`config.mk`:
```
export PLATFORM = sky130hd
export DESIGN_NAME = key_sw_io_device
export DESIGN_NICKNAME = d
export VERILOG_FILES = /design/src/rtl/keysw_pkg.sv /design/src/rtl/sw_debounce.sv /design/src/rtl/key_sw_io_device.sv
export SDC_FILE = /design/constraint.sdc
export NUM_CORES = 1
export LEC_CHECK = 0
export BUFFER_PORTS_ARGS = -buffer_cell sky130_fd_sc_hd__buf_4
export CORE_MARGIN = 2
export CORE_UTILIZATION = 44
export DETAILED_ROUTE_END_ITERATION = 7
export GPL_ROUTABILITY_DRIVEN = 0
export PLACE_DENSITY = 0.81
export SLEW_MARGIN = 20
export SYNTH_ARGS = -nofsm -noshare
export SYNTH_HDL_FRONTEND = slang
export SYNTH_SLANG_ARGS = --single-unit
```
`constraint.sdc`:
```
create_clock -name clk -period 1.9 [get_ports clk]
set_input_delay 0.285 -clock clk [delete_from_list [all_inputs] [get_ports clk]]
set_output_delay 0.285 -clock clk [all_outputs]
set_load 0.02 [all_outputs]
```
`src/rtl/keysw_pkg.sv`:
```
// Shared register map, CTRL bit positions and CTRL update rule for the KEY/SW I/O device.
package keysw_pkg;

  localparam int unsigned OFS_DATA    = 0;
  localparam int unsigned OFS_CTRL    = 4;

  localparam int unsigned READY_BIT   = 0;
  localparam int unsigned OVERRUN_BIT = 2;
  localparam int unsigned IE_BIT      = 8;

  typedef struct packed {
    logic ie;
    logic overrun;
    logic ready;
  } ctrl_t;

  function automatic logic [IE_BIT:0] ctrl_word(input ctrl_t c);
    logic [IE_BIT:0] w;
    w              = '0;
    w[READY_BIT]   = c.ready;
    w[OVERRUN_BIT] = c.overrun;
    w[IE_BIT]      = c.ie;
    return w;
  endfunction

  // An event always leaves READY set; a load racing an event does not count as an overrun.
  function automatic ctrl_t ctrl_next(input ctrl_t q, input logic evt, input logic rd,
                                      input logic wr, input logic wr_ovr, input logic wr_ie);
    ctrl_t n;
    n = q;
    if (wr) begin
      n.ie = wr_ie;
      if (!wr_ovr) n.overrun = 1'b0;
    end
    if (evt) begin
      if (q.ready && !rd) n.overrun = 1'b1;
      n.ready = 1'b1;
    end else if (rd) begin
      n.ready = 1'b0;
    end
    return n;
  endfunction

endpackage

```
`src/rtl/sw_debounce.sv`:
```
// Accepts the synchronized switch value, optionally after it has been stable for
// DEBOUNCE_CYCLES cycles (build with KEYSW_DEBOUNCE_EN defined).
module sw_debounce #(
  parameter int SWBITS          = 10,
  parameter int DEBOUNCE_CYCLES = 500000
) (
  input  logic              clk,
  input  logic              rst_n,
  input  logic [SWBITS-1:0] sw_sync,
  output logic [SWBITS-1:0] sw_acc,
  output logic              sw_evt
);

  logic [SWBITS-1:0] acc_q, acc_d;

`ifdef KEYSW_DEBOUNCE_EN
  localparam int CW = (DEBOUNCE_CYCLES > 1) ? $clog2(DEBOUNCE_CYCLES) : 1;
  localparam logic [CW-1:0] CNT_LAST = CW'(DEBOUNCE_CYCLES - 1);

  logic [CW-1:0]     cnt_q, cnt_d;
  logic [SWBITS-1:0] prev_q, prev_d;

  always_comb begin
    acc_d  = acc_q;
    cnt_d  = cnt_q;
    prev_d = sw_sync;
    sw_evt = 1'b0;
    if (sw_sync == acc_q) begin
      cnt_d = '0;
    end else if (sw_sync != prev_q) begin
      cnt_d = '0;
    end else if (cnt_q == CNT_LAST) begin
      acc_d  = sw_sync;
      sw_evt = 1'b1;
      cnt_d  = '0;
    end else begin
      cnt_d = cnt_q + CW'(1);
    end
  end

  always_ff @(posedge clk or negedge rst_n) begin
    if (!rst_n) begin
      acc_q  <= '0;
      cnt_q  <= '0;
      prev_q <= '0;
    end else begin
      acc_q  <= acc_d;
      cnt_q  <= cnt_d;
      prev_q <= prev_d;
    end
  end
`else
  always_comb begin
    acc_d  = sw_sync;
    sw_evt = (sw_sync != acc_q);
  end

  always_ff @(posedge clk or negedge rst_n) begin
    if (!rst_n) acc_q <= '0;
    else        acc_q <= acc_d;
  end
`endif

  assign sw_acc = acc_q;

endmodule

```
`src/rtl/key_sw_io_device.sv`:
```
// Memory-mapped KEY/SW responder: KDATA/KCTRL at ADDRKEY, SDATA/SCTRL at ADDRSW.
// SW debounce is enabled by defining KEYSW_DEBOUNCE_EN.
module key_sw_io_device
  import keysw_pkg::*;
#(
  parameter int               DBITS           = 32,
  parameter int               KEYBITS         = 4,
  parameter int               SWBITS          = 10,
  parameter logic [DBITS-1:0] ADDRKEY         = 32'hFFFFF080,
  parameter logic [DBITS-1:0] ADDRSW          = 32'hFFFFF090,
  parameter int               DEBOUNCE_CYCLES = 500000
) (
  input  logic               clk,
  input  logic               RESET_N,
  input  logic [KEYBITS-1:0] KEY,
  input  logic [SWBITS-1:0]  SW,
  input  logic [DBITS-1:0]   addr,
  input  logic               re,
  input  logic               we,
  input  logic [DBITS-1:0]   wdata,
  output logic [DBITS-1:0]   rdata,
  output logic               hit,
  output logic               intr
);

  localparam logic [DBITS-1:0] A_KDATA = ADDRKEY + DBITS'(OFS_DATA);
  localparam logic [DBITS-1:0] A_KCTRL = ADDRKEY + DBITS'(OFS_CTRL);
  localparam logic [DBITS-1:0] A_SDATA = ADDRSW + DBITS'(OFS_DATA);
  localparam logic [DBITS-1:0] A_SCTRL = ADDRSW + DBITS'(OFS_CTRL);

  logic [KEYBITS-1:0] key_s1_q, key_s1_d, key_s2_q, key_s2_d;
  logic [KEYBITS-1:0] kdata_q, kdata_d;
  logic [SWBITS-1:0]  sw_s1_q, sw_s1_d, sw_s2_q, sw_s2_d;
  logic [SWBITS-1:0]  sdata;
  ctrl_t              kctrl_q, kctrl_d, sctrl_q, sctrl_d;
  logic               key_evt, sw_evt;
  logic               hit_kd, hit_kc, hit_sd, hit_sc;

  sw_debounce #(
    .SWBITS          (SWBITS),
    .DEBOUNCE_CYCLES (DEBOUNCE_CYCLES)
  ) u_sw_debounce (
    .clk     (clk),
    .rst_n   (RESET_N),
    .sw_sync (sw_s2_q),
    .sw_acc  (sdata),
    .sw_evt  (sw_evt)
  );

  assign hit_kd = (addr == A_KDATA);
  assign hit_kc = (addr == A_KCTRL);
  assign hit_sd = (addr == A_SDATA);
  assign hit_sc = (addr == A_SCTRL);
  assign hit    = hit_kd | hit_kc | hit_sd | hit_sc;

  always_comb begin
    rdata = '0;
    if (hit_kd) rdata = DBITS'(kdata_q);
    if (hit_kc) rdata = DBITS'(ctrl_word(kctrl_q));
    if (hit_sd) rdata = DBITS'(sdata);
    if (hit_sc) rdata = DBITS'(ctrl_word(sctrl_q));
  end

  assign intr = (kctrl_q.ready & kctrl_q.ie) | (sctrl_q.ready & sctrl_q.ie);

  // Keys are active-low on the board; invert at capture so pressed reads as 1.
  always_comb begin
    key_s1_d = ~KEY;
    key_s2_d = key_s1_q;
    sw_s1_d  = SW;
    sw_s2_d  = sw_s1_q;
    key_evt  = (key_s2_q != kdata_q);
    kdata_d  = key_s2_q;
    kctrl_d  = ctrl_next(kctrl_q, key_evt, re & hit_kd, we & hit_kc,
                         wdata[OVERRUN_BIT], wdata[IE_BIT]);
    sctrl_d  = ctrl_next(sctrl_q, sw_evt, re & hit_sd, we & hit_sc,
                         wdata[OVERRUN_BIT], wdata[IE_BIT]);
  end

  always_ff @(posedge clk or negedge RESET_N) begin
    if (!RESET_N) begin
      key_s1_q <= '0;
      key_s2_q <= '0;
      sw_s1_q  <= '0;
      sw_s2_q  <= '0;
      kdata_q  <= '0;
      kctrl_q  <= '0;
      sctrl_q  <= '0;
    end else begin
      key_s1_q <= key_s1_d;
      key_s2_q <= key_s2_d;
      sw_s1_q  <= sw_s1_d;
      sw_s2_q  <= sw_s2_d;
      kdata_q  <= kdata_d;
      kctrl_q  <= kctrl_d;
      sctrl_q  <= sctrl_d;
    end
  end

endmodule
```
### Yosys cells after proc, flatten, opt, wreduce, memory -nomap -nowiden

Index checks and enable logic that the tools add are counted.

* register bits: 48
* output and inout port bits: 34
* word-level logic and storage cells: 51

* eq/ne operators: 6
* mux-type cells: 16
* bitwise logic cells: 11
* reduce and logical (&&, ||, !) cells: 6

Operators with widths (count)
* 32-bit == test (second input constant): 4
* 32-bit two-way mux: 2
* 1-bit two-way mux: 12
* 10-bit != test: 1
* 9-bit two-way mux: 1
* 1-bit bitwise AND: 6
* 4-bit two-way mux: 1
* 4-bit != test: 1
* 4-bit inverter: 1
* 1-bit OR: 4
* 2-bit nonzero test: 2
* 1-bit logical AND: 2
* 1-bit zero test: 2

### Logic depth before layout (Yosys ltp)

Gate-level depths: netlist (run 1).

* depth after elaboration: 6
* depth in mapped cells: 5
* gate-level depth less buffers: 4

### By module

Synthesis (run 1) repeated with hierarchy kept, for this count alone.

* cell total of the unflattened synthesis: 143
* area total of the unflattened synthesis: 1946.9 µm²

By module, submodules not included
* key_sw_io_device: instances 1, cells an instance 120, area an instance 1590.3 µm², seq. area each 950.9 µm²
* sw_debounce: instances 1, cells an instance 23, area an instance 356.6 µm², seq. area each 250.2 µm²

### Worst setup path after synthesis (run 1)

OpenSTA, ideal clock, no wires.

* path type: input to output
* start: in addr[6]
* end: out rdata[1]
* arrival: 1.634 ns
* required time: 1.615 ns
* slack: -0.019 ns
* stages on the path: 5
* path buffers: 1
* path through: nand4bb_4 > nor4_4 > buf_6 > nand2_1 > nor3_1

* cells in the longest elaborated chain, start to end: 5
* elaborated cells between the ends (all ways): 8

Ends and longest elaborated chain
* from (decl): line key_sw_io_device.sv:17 `input logic [DBITS-1:0] addr,`
* 32-bit == test: line key_sw_io_device.sv:50 `assign hit_kd = (addr == A_KDATA);`
* 4-bit two-way mux: line key_sw_io_device.sv:58 `if (hit_kd) rdata = DBITS'(kdata_q);`
* 9-bit two-way mux: line key_sw_io_device.sv:59 `if (hit_kc) rdata = DBITS'(ctrl_word(kctrl_q));`
* 32-bit two-way mux: line key_sw_io_device.sv:60 `if (hit_sd) rdata = DBITS'(sdata);`
* 32-bit two-way mux *: line key_sw_io_device.sv:61 `if (hit_sc) rdata = DBITS'(ctrl_word(sctrl_q));`
* to (decl): line key_sw_io_device.sv:21 `output logic [DBITS-1:0] rdata,`

Every way passes the cells marked *; elsewhere a longest branch is shown, timed or not.

### Final worst setup path (run 1)

* start: reg kctrl_q[0] (netlist bit)
* end: out rdata[0]

* cells in the longest elaborated chain, start to end: 3

Ends and longest elaborated chain
* from (decl): line key_sw_io_device.sv:35 `ctrl_t kctrl_q, kctrl_d, sctrl_q, sctrl_d;`
* from (signal assigned): line key_sw_io_device.sv:95 `kctrl_q <= kctrl_d;`
* 9-bit two-way mux: line key_sw_io_device.sv:59
* 32-bit two-way mux: line key_sw_io_device.sv:60
* 32-bit two-way mux: line key_sw_io_device.sv:61

No other way between the ends.

==> results of run 1 <==
==> what timing repair did <==
item,4_1_cts,5_1_grt
buffers inserted,0,0
endpoints found under the hold margin,48,0
resized for setup,0,2
hold buffers,1,0
setup endpoints to repair,0,2
==> power groups by stage <==
stage	clock, mW	sequential, mW	combinational (mW)
finish	0.980	1.09	0.208
global route	1.05	1.10	0.228
CTS	0.999	1.09	0.210
detailed placement	0	1.11	0.208
global placement	0	1.11	0.203
floorplan	0	1.10	0.136
==> worst max path at each step <==
| stage | depth (start not counted) | endpoint | slack, ns |
|---|---|---|---|
| after CTS | 6 | rdata[1] | 0.02 |
| after floorplan | 5 | rdata[1] | -0.02 |
| after detailed placement | 6 | rdata[1] | 0.02 |
| after global placement | 6 | rdata[1] | 0.04 |
| final | 3 | rdata[0] | 0.07 |
| after global routing | 3 | rdata[0] | 0.01 |
==> sequential cells by signal, summed over array words and instances (netlist names) <==
signal / cells
key_s1_q: 4
kctrl_q: 3
u_sw_debounce.sw_acc: 10
sctrl_q: 3
kdata_d: 4
sw_s1_q: 10
kdata_q: 4
sw_s2_q: 10
==> layout by cell type, fill, tap and decap left out, types with 3 or more instances in the layout <==
| cell type | n |
|---|---|
| and3_1 | 5 |
| buf_4 | 67 |
| bufinv_16 | 3 |
| clkbuf_8 | 5 |
| conb_1 | 22 |
| dfrtp_1 | 48 |
| inv_1 | 7 |
| mux2i_1 | 3 |
| nand4_1 | 6 |
| nand4b_1 | 3 |
| xnor2_1 | 6 |
| xor2_1 | 8 |
==> worst max-delay path, stage by stage (launching register included) <==
cell	delay [ns]
dfrtp_1	0.42
mux4_2	0.45
and3_2	0.22
buf_4	0.15
==> final cells by class <==
| class | instances | area [um2] | area share, % |
|---|---|---|---|
| Timing Repair Buffer | 68 | 513 | 19.2 |
| Sequential cell | 48 | 1200 | 45.0 |
| Inverter | 7 | 26.3 | 0.985 |
| Clock inverter | 3 | 90.1 | 3.38 |
| Tap cell | 52 | 65.1 | 2.44 |
| Multi-Input combinational cell | 87 | 704 | 26.4 |
| Clock buffer | 5 | 68.8 | 2.58 |
==> kinds of logic after synthesis <==
| family | share of synthesized area (%) |
|---|---|
| flip-flops | 58.6 |
| AND/OR/NAND/NOR | 16.3 |
| XOR/XNOR | 5.98 |
| multiplexers | 5.31 |
| other | 0.183 |
| buffers and inverters | 11.2 |
| AO/OA/AOI/OAI | 2.38 |
==> through the flow <==
| stage | instances | hold WS [ns] | TNS [ns] |
|---|---|---|---|
| after floorplan | 167 | -0.0106 | -0.0380 |
| after global placement | 261 | 0.311 | 0 |
| after detailed placement | 261 | 0.322 | 0 |
| after CTS | 270 | 0.0769 | 0 |
| after global routing | 270 | 0.0648 | 0 |
| final | 270 | 0.0872 | 0 |
==> synthesized netlist by cell type (2+ instances only) <==
master	n
dfrtp_1	48
buf_4	22
xor2_1	8
inv_1	7
nand4_1	6
xnor2_1	6
and3_1	5
mux2i_1	3
nand2_1	3
nand4b_1	3
a22o_1	2
and3_2	2
clkbuf_8	2
mux2_1	2
mux4_2	2
nand4bb_4	2
nor3_1	2
nor4_1	2
nor4_4	2
==> layer usage <==
| metal | part of all wire [%] | global-route usage, % | wire length (um) |
|---|---|---|---|
| met1 | 37 | 16.9 | 1280 |
| met3 | 11 | 4.72 | 362 |
| met5 | 0 | 0 | 0 |
| met2 | 51 | 23.6 | 1730 |
| met4 | 1.4 | 5.66 | 49 |
==> metrics.yaml, run 1 <==
sta:
  relSlewSlack_pct: 62.7
  worst_slack_ns: 0.0745
  hold_violations: 0
  min_period_ns: 1.83
  worst_pin_slew_ns: 0.559
  rsz0062_at_grt: "false"
  fin_skew_ns: 0.00422
  fmax_ghz: 0.548
  post-route-period-util_pct: 96.1
  setup_viol: 0
  timing.final.max_slew_violations: 0
routing:
  wl_per_cell_um: 12.7
  ant_nets: 0
  dr.pass1.iters: 3
  dr.first_iter.drc_count: 37
  via_count: 1261
  drcViolationCount: 0
  vias_per_cell: 4.67
  routed_wl_mm: 3.42
logic_synthesis:
  synth_edf_count: 0
  synth.cell_area_um2: 2050
  yosysTopAreaCell: "dfrtp_1"
  ys_ff_latch: 48
  synth-main-ff-cell: "dfrtp_1"
  async_reset_ff_share_pct: 100
  avgSynthCellArea_um2: 14.0
  ys.warnings.count: 0
  yosys-top-cells-area: "dfrtp_1, buf_4, xor2_1"
  synth_top_area_share_pct: 58.6
  yosysSeqAreaShare_pct: 58.6
  syn_inst: 146
  ys_types: 36
die:
  die_h_um: 72.3
  die_w_um: 72.3
  initial_core_util_pct: 46.4
  std_cell_rows: 24
  core-area_um2: 4410
  boundaryPins: 116
  die_area_um2: 5220
global_route:
  antenna_found_initial: 0
  grt-ovfl-total: 0
  grt_pass1_wl_mm: 5.53
  grt_max_degree: 49
  grt_pass1_vias: 1252
  grt_usage_pct: 14.2
clocking:
  cts_inserted_buffers: 5
  clk_pin_slew_ns: 0.08
  cts_tree: "yes"
  clk_path_buf_depth: 2
  h-tree-depth: 2
  root_buffer: "clkbuf_8"
  clkSinkCount: 48
  clkLatencyLatePin_ns: 0.30
critical_path:
  worst-path-max-fanout: 4
  worstSetupStartpoint: "kctrl_q[0]"
  worst_ep_arrival_time_ns: 1.54
  ff2ff_path_depth: 4
  required_ns: 1.62
  endpoint_kind: "output port"
  r2r_setup_slack_ns: 0.48
  r2r-end: "sctrl_q[0]"
  crit_type: "flip-flop to output port"
  start_kind: "flip-flop"
  r2r-start: "u_sw_debounce.sw_acc[8]"
flow_run:
  max-cap-violations: 0
cells_and_area:
  area_growth_pct: 30.2
  final_net_count: 299
  layout-drive-gt1-share_pct: 42.2
  design_area_um2: 2670
  diodes: 0
  fin_util_pct: 60.5
  nFillCells: 365
worst_hold_path:
  hold_path_class: "primary input to flip-flop"
  hold_depth: 1
  min_to: "sw_s1_q[4]"
  hold_path_startpoint: "SW[4]"
power_and_ir_drop:
  p_leak_nw: 1.31
  peakVddDrop_uv: 683
  p_switching_mw: 0.448
  p_per_area_nw_per_um2: 853
  power_mw: 2.28
  intPower_mw: 1.83
  pwr-share-seq_pct: 47.8
  switching_share_pct: 19.7
  p_clk_share_pct: 43.0
  comb_power_share_pct: 9.1
status:
  status: "completed"
placement:
  dp_hpwl_mm: 2.70
  place_area_um2: 2490
  pre_cts_slack_ns: 0.0203
  portBuffers: 63
Note: power is estimated with default switching activity, not from simulation.
==> inputs of run 2 (changes only) <==
Settings changed: CORE_UTILIZATION 44 to 40, PLACE_DENSITY 0.81 to 0.75.
==> run 2 against run 1 <==
Against the previous run:
- the run now ends with hold timing left
- sequential cell count did not move
- final cell count rose by 5.2%
- non-clock buffer count fell by 2
- core utilization fell by 8.3 points
- global-route usage fell by 1.6 points
- largest cell class unchanged
==> metrics.yaml, run 2 (synthesis results as in run 1) <==
power_and_ir_drop:
  power_mw: 1.96  # -14%
  p_clk_share_pct: 33.8  # -9.2 points
  switching_share_pct: 20.9  # +1.2 points
  comb_power_share_pct: 10.5  # +1.4 points
  pwr-share-seq_pct: 55.6  # +7.8 points
  p_per_area_nw_per_um2: 749  # -12%
  p_switching_mw: 0.410  # -8.7%
  p_leak_nw: 1.27  # -2.8%
  peakVddDrop_uv: 575  # -16%
  intPower_mw: 1.55  # -15%
global_route:
  grt_max_degree: 49  # unchanged
  grt-ovfl-total: 0  # unchanged
  grt_pass1_vias: 1257  # +0.40%
  grt_usage_pct: 12.5  # -1.6 points
  antenna_found_initial: 0  # unchanged
  grt_pass1_wl_mm: 5.26  # -4.7%
placement:
  dp_hpwl_mm: 2.60  # -3.7%
  place_area_um2: 2510  # +0.60%
  post-place-cells: 278  # +6.5%
  portBuffers: 63  # unchanged
critical_path:
  crit_type: "flip-flop to output port"
  worst_ep_arrival_time_ns: 1.52  # -0.02 ns
  r2r-end: "sctrl_q[0]"
  r2r_setup_slack_ns: 0.47  # about the same
  ff2ff_path_depth: 4  # unchanged
  endpoint_kind: "output port"
  r2r-start: "u_sw_debounce.sw_acc[8]"
  required_ns: 1.62  # about the same
  start_kind: "flip-flop"
  worst-path-max-fanout: 4  # unchanged
cells_and_area:
  final_common_cell: "buf_4"
  diodes: 0  # unchanged
  final_cell_mix: "buf_4, dfrtp_1, conb_1"
  design_area_um2: 2610  # -2.1%
  layout-drive-gt1-share_pct: 41.6  # -0.61 points
  final_net_count: 297  # -0.67%
  fin_util_pct: 52.2  # -8.3 points
  instances_no_fill: 284  # +5.2%
  area_growth_pct: 27.5
routing:
  drt-met1-wl_mm: 1.29  # +1.2%
  vias_per_cell: 4.43  # -5.2%
  via_count: 1257  # -0.32%
  wl_per_cell_um: 11.8  # -6.9%
  ant_nets: 0  # unchanged
  routed_wl_mm: 3.35  # -2.0%
  dr.pass1.iters: 4  # +1
  wl_met3_um: 314  # -13%
  drcViolationCount: 0  # unchanged
  met2WireLength_mm: 1.70  # -2.0%
  dr.first_iter.drc_count: 40  # +8.1%
  routed.top_layer: "met4"
clocking:
  h-tree-depth: 2  # unchanged
  clk_path_buf_depth: 2  # unchanged
  root_buffer: "clkbuf_8"
  cts_inserted_buffers: 5  # unchanged
  clkSinkCount: 48  # unchanged
  holdBufCountCts: 0  # -1
  cts_tree: "yes"
  clk_pin_slew_ns: 0.07  # about the same
  clkLatencyLatePin_ns: 0.28  # -0.02 ns
sta:
  fmax_ghz: 0.555  # +1.4%
  tns_ns: 0  # unchanged
  min_period_ns: 1.80  # -0.0247 ns
  timing.final.max_slew_violations: 0  # unchanged
  fin_skew_ns: 0.00320  # -0.00101 ns
  relSlewSlack_pct: 62.2  # -0.55 points
  holdWs_ns: -0.00933  # -0.0965 ns
  rsz0062_at_grt: "false"
  worst_pin_slew_ns: 0.567  # +0.00831 ns
  setup_viol: 0  # unchanged
  hold_violations: 16  # +16
  post-route-period-util_pct: 94.8  # -1.3 points
die:
  die_area_um2: 5710  # +9.4%
  core-area_um2: 5010  # +13%
  std_cell_rows: 26  # +8.3%
  initial_core_util_pct: 40.9  # -5.5 points
  die_w_um: 75.6  # +4.6%
  die_h_um: 75.6  # +4.6%
  boundaryPins: 116  # unchanged
status:
  status: "finished with violations"
  violations: "hold timing"
flow_run:
  max-cap-violations: 0  # unchanged
worst_hold_path:
  hold_path_class: "primary input to async pin"
[run 2: changes by cell type in the layout (fill, tap and decap cells not counted), sizes merged]
| cell | before | now |
|---|---|---|
| buf | 67 | 66 |
| dlygate4sd3 | 1 | 0 |
| bufinv | 3 | 1 |
[run 2: through the flow]
step                hold WS [ns]  setup slack (ns)
global route              0.0328           0.00331
global placement           0.319            0.0429
finish                  -0.00933            0.0992
CTS                      0.00226            0.0178
floorplan                -0.0106           -0.0190
detailed placement         0.325            0.0158
[run 2: power groups by stage]
stage	Combinational (mW)	Sequential, mW	Clock (mW)
after global routing	0.228	1.10	0.724
after CTS	0.208	1.09	0.688
after detailed placement	0.208	1.11	0
final	0.206	1.09	0.662
after global placement	0.204	1.11	0
after floorplan	0.136	1.10	0
[run 2: layer usage]
layer	vias up	GRT usage (%)
met5	-	0
met2	52	23.3
met4	0	4.09
met1	601	13.4
met3	5	4.10
li1	599	-
[run 2: layout make-up]
cell class | count | area, um2
multi-input cells | 87 | 704
clock buffers | 5 | 68.8
well taps | 70 | 87.6
repair buffers | 66 | 495
fillers | 471 | 2400
flip-flops and latches | 48 | 1200
inverters | 7 | 26.3
clock inverters | 1 | 30.0
[run 2: how the worst max path moves through the flow]
stage                           to  cells past startpoint        from
after floorplan           rdata[1]                      5     addr[6]
after global placement    rdata[3]                      6     addr[6]
after detailed placement  rdata[1]                      6     addr[6]
after CTS                 rdata[1]                      6     addr[6]
after global routing      rdata[5]                      6     addr[6]
final                     rdata[0]                      3  kctrl_q[0]
[run 2: worst max-delay path, cell delays in order (launching register included)]
cell and delay [ns]:
dfrtp_1 0.42, mux4_2 0.45, and3_2 0.22, buf_4 0.15
[run 2: timing repair]
action / 4_1_cts / 5_1_grt
buffers inserted: 0 / 0
setup endpoints to repair: 0 / 2
gates resized for setup: 0 / 2
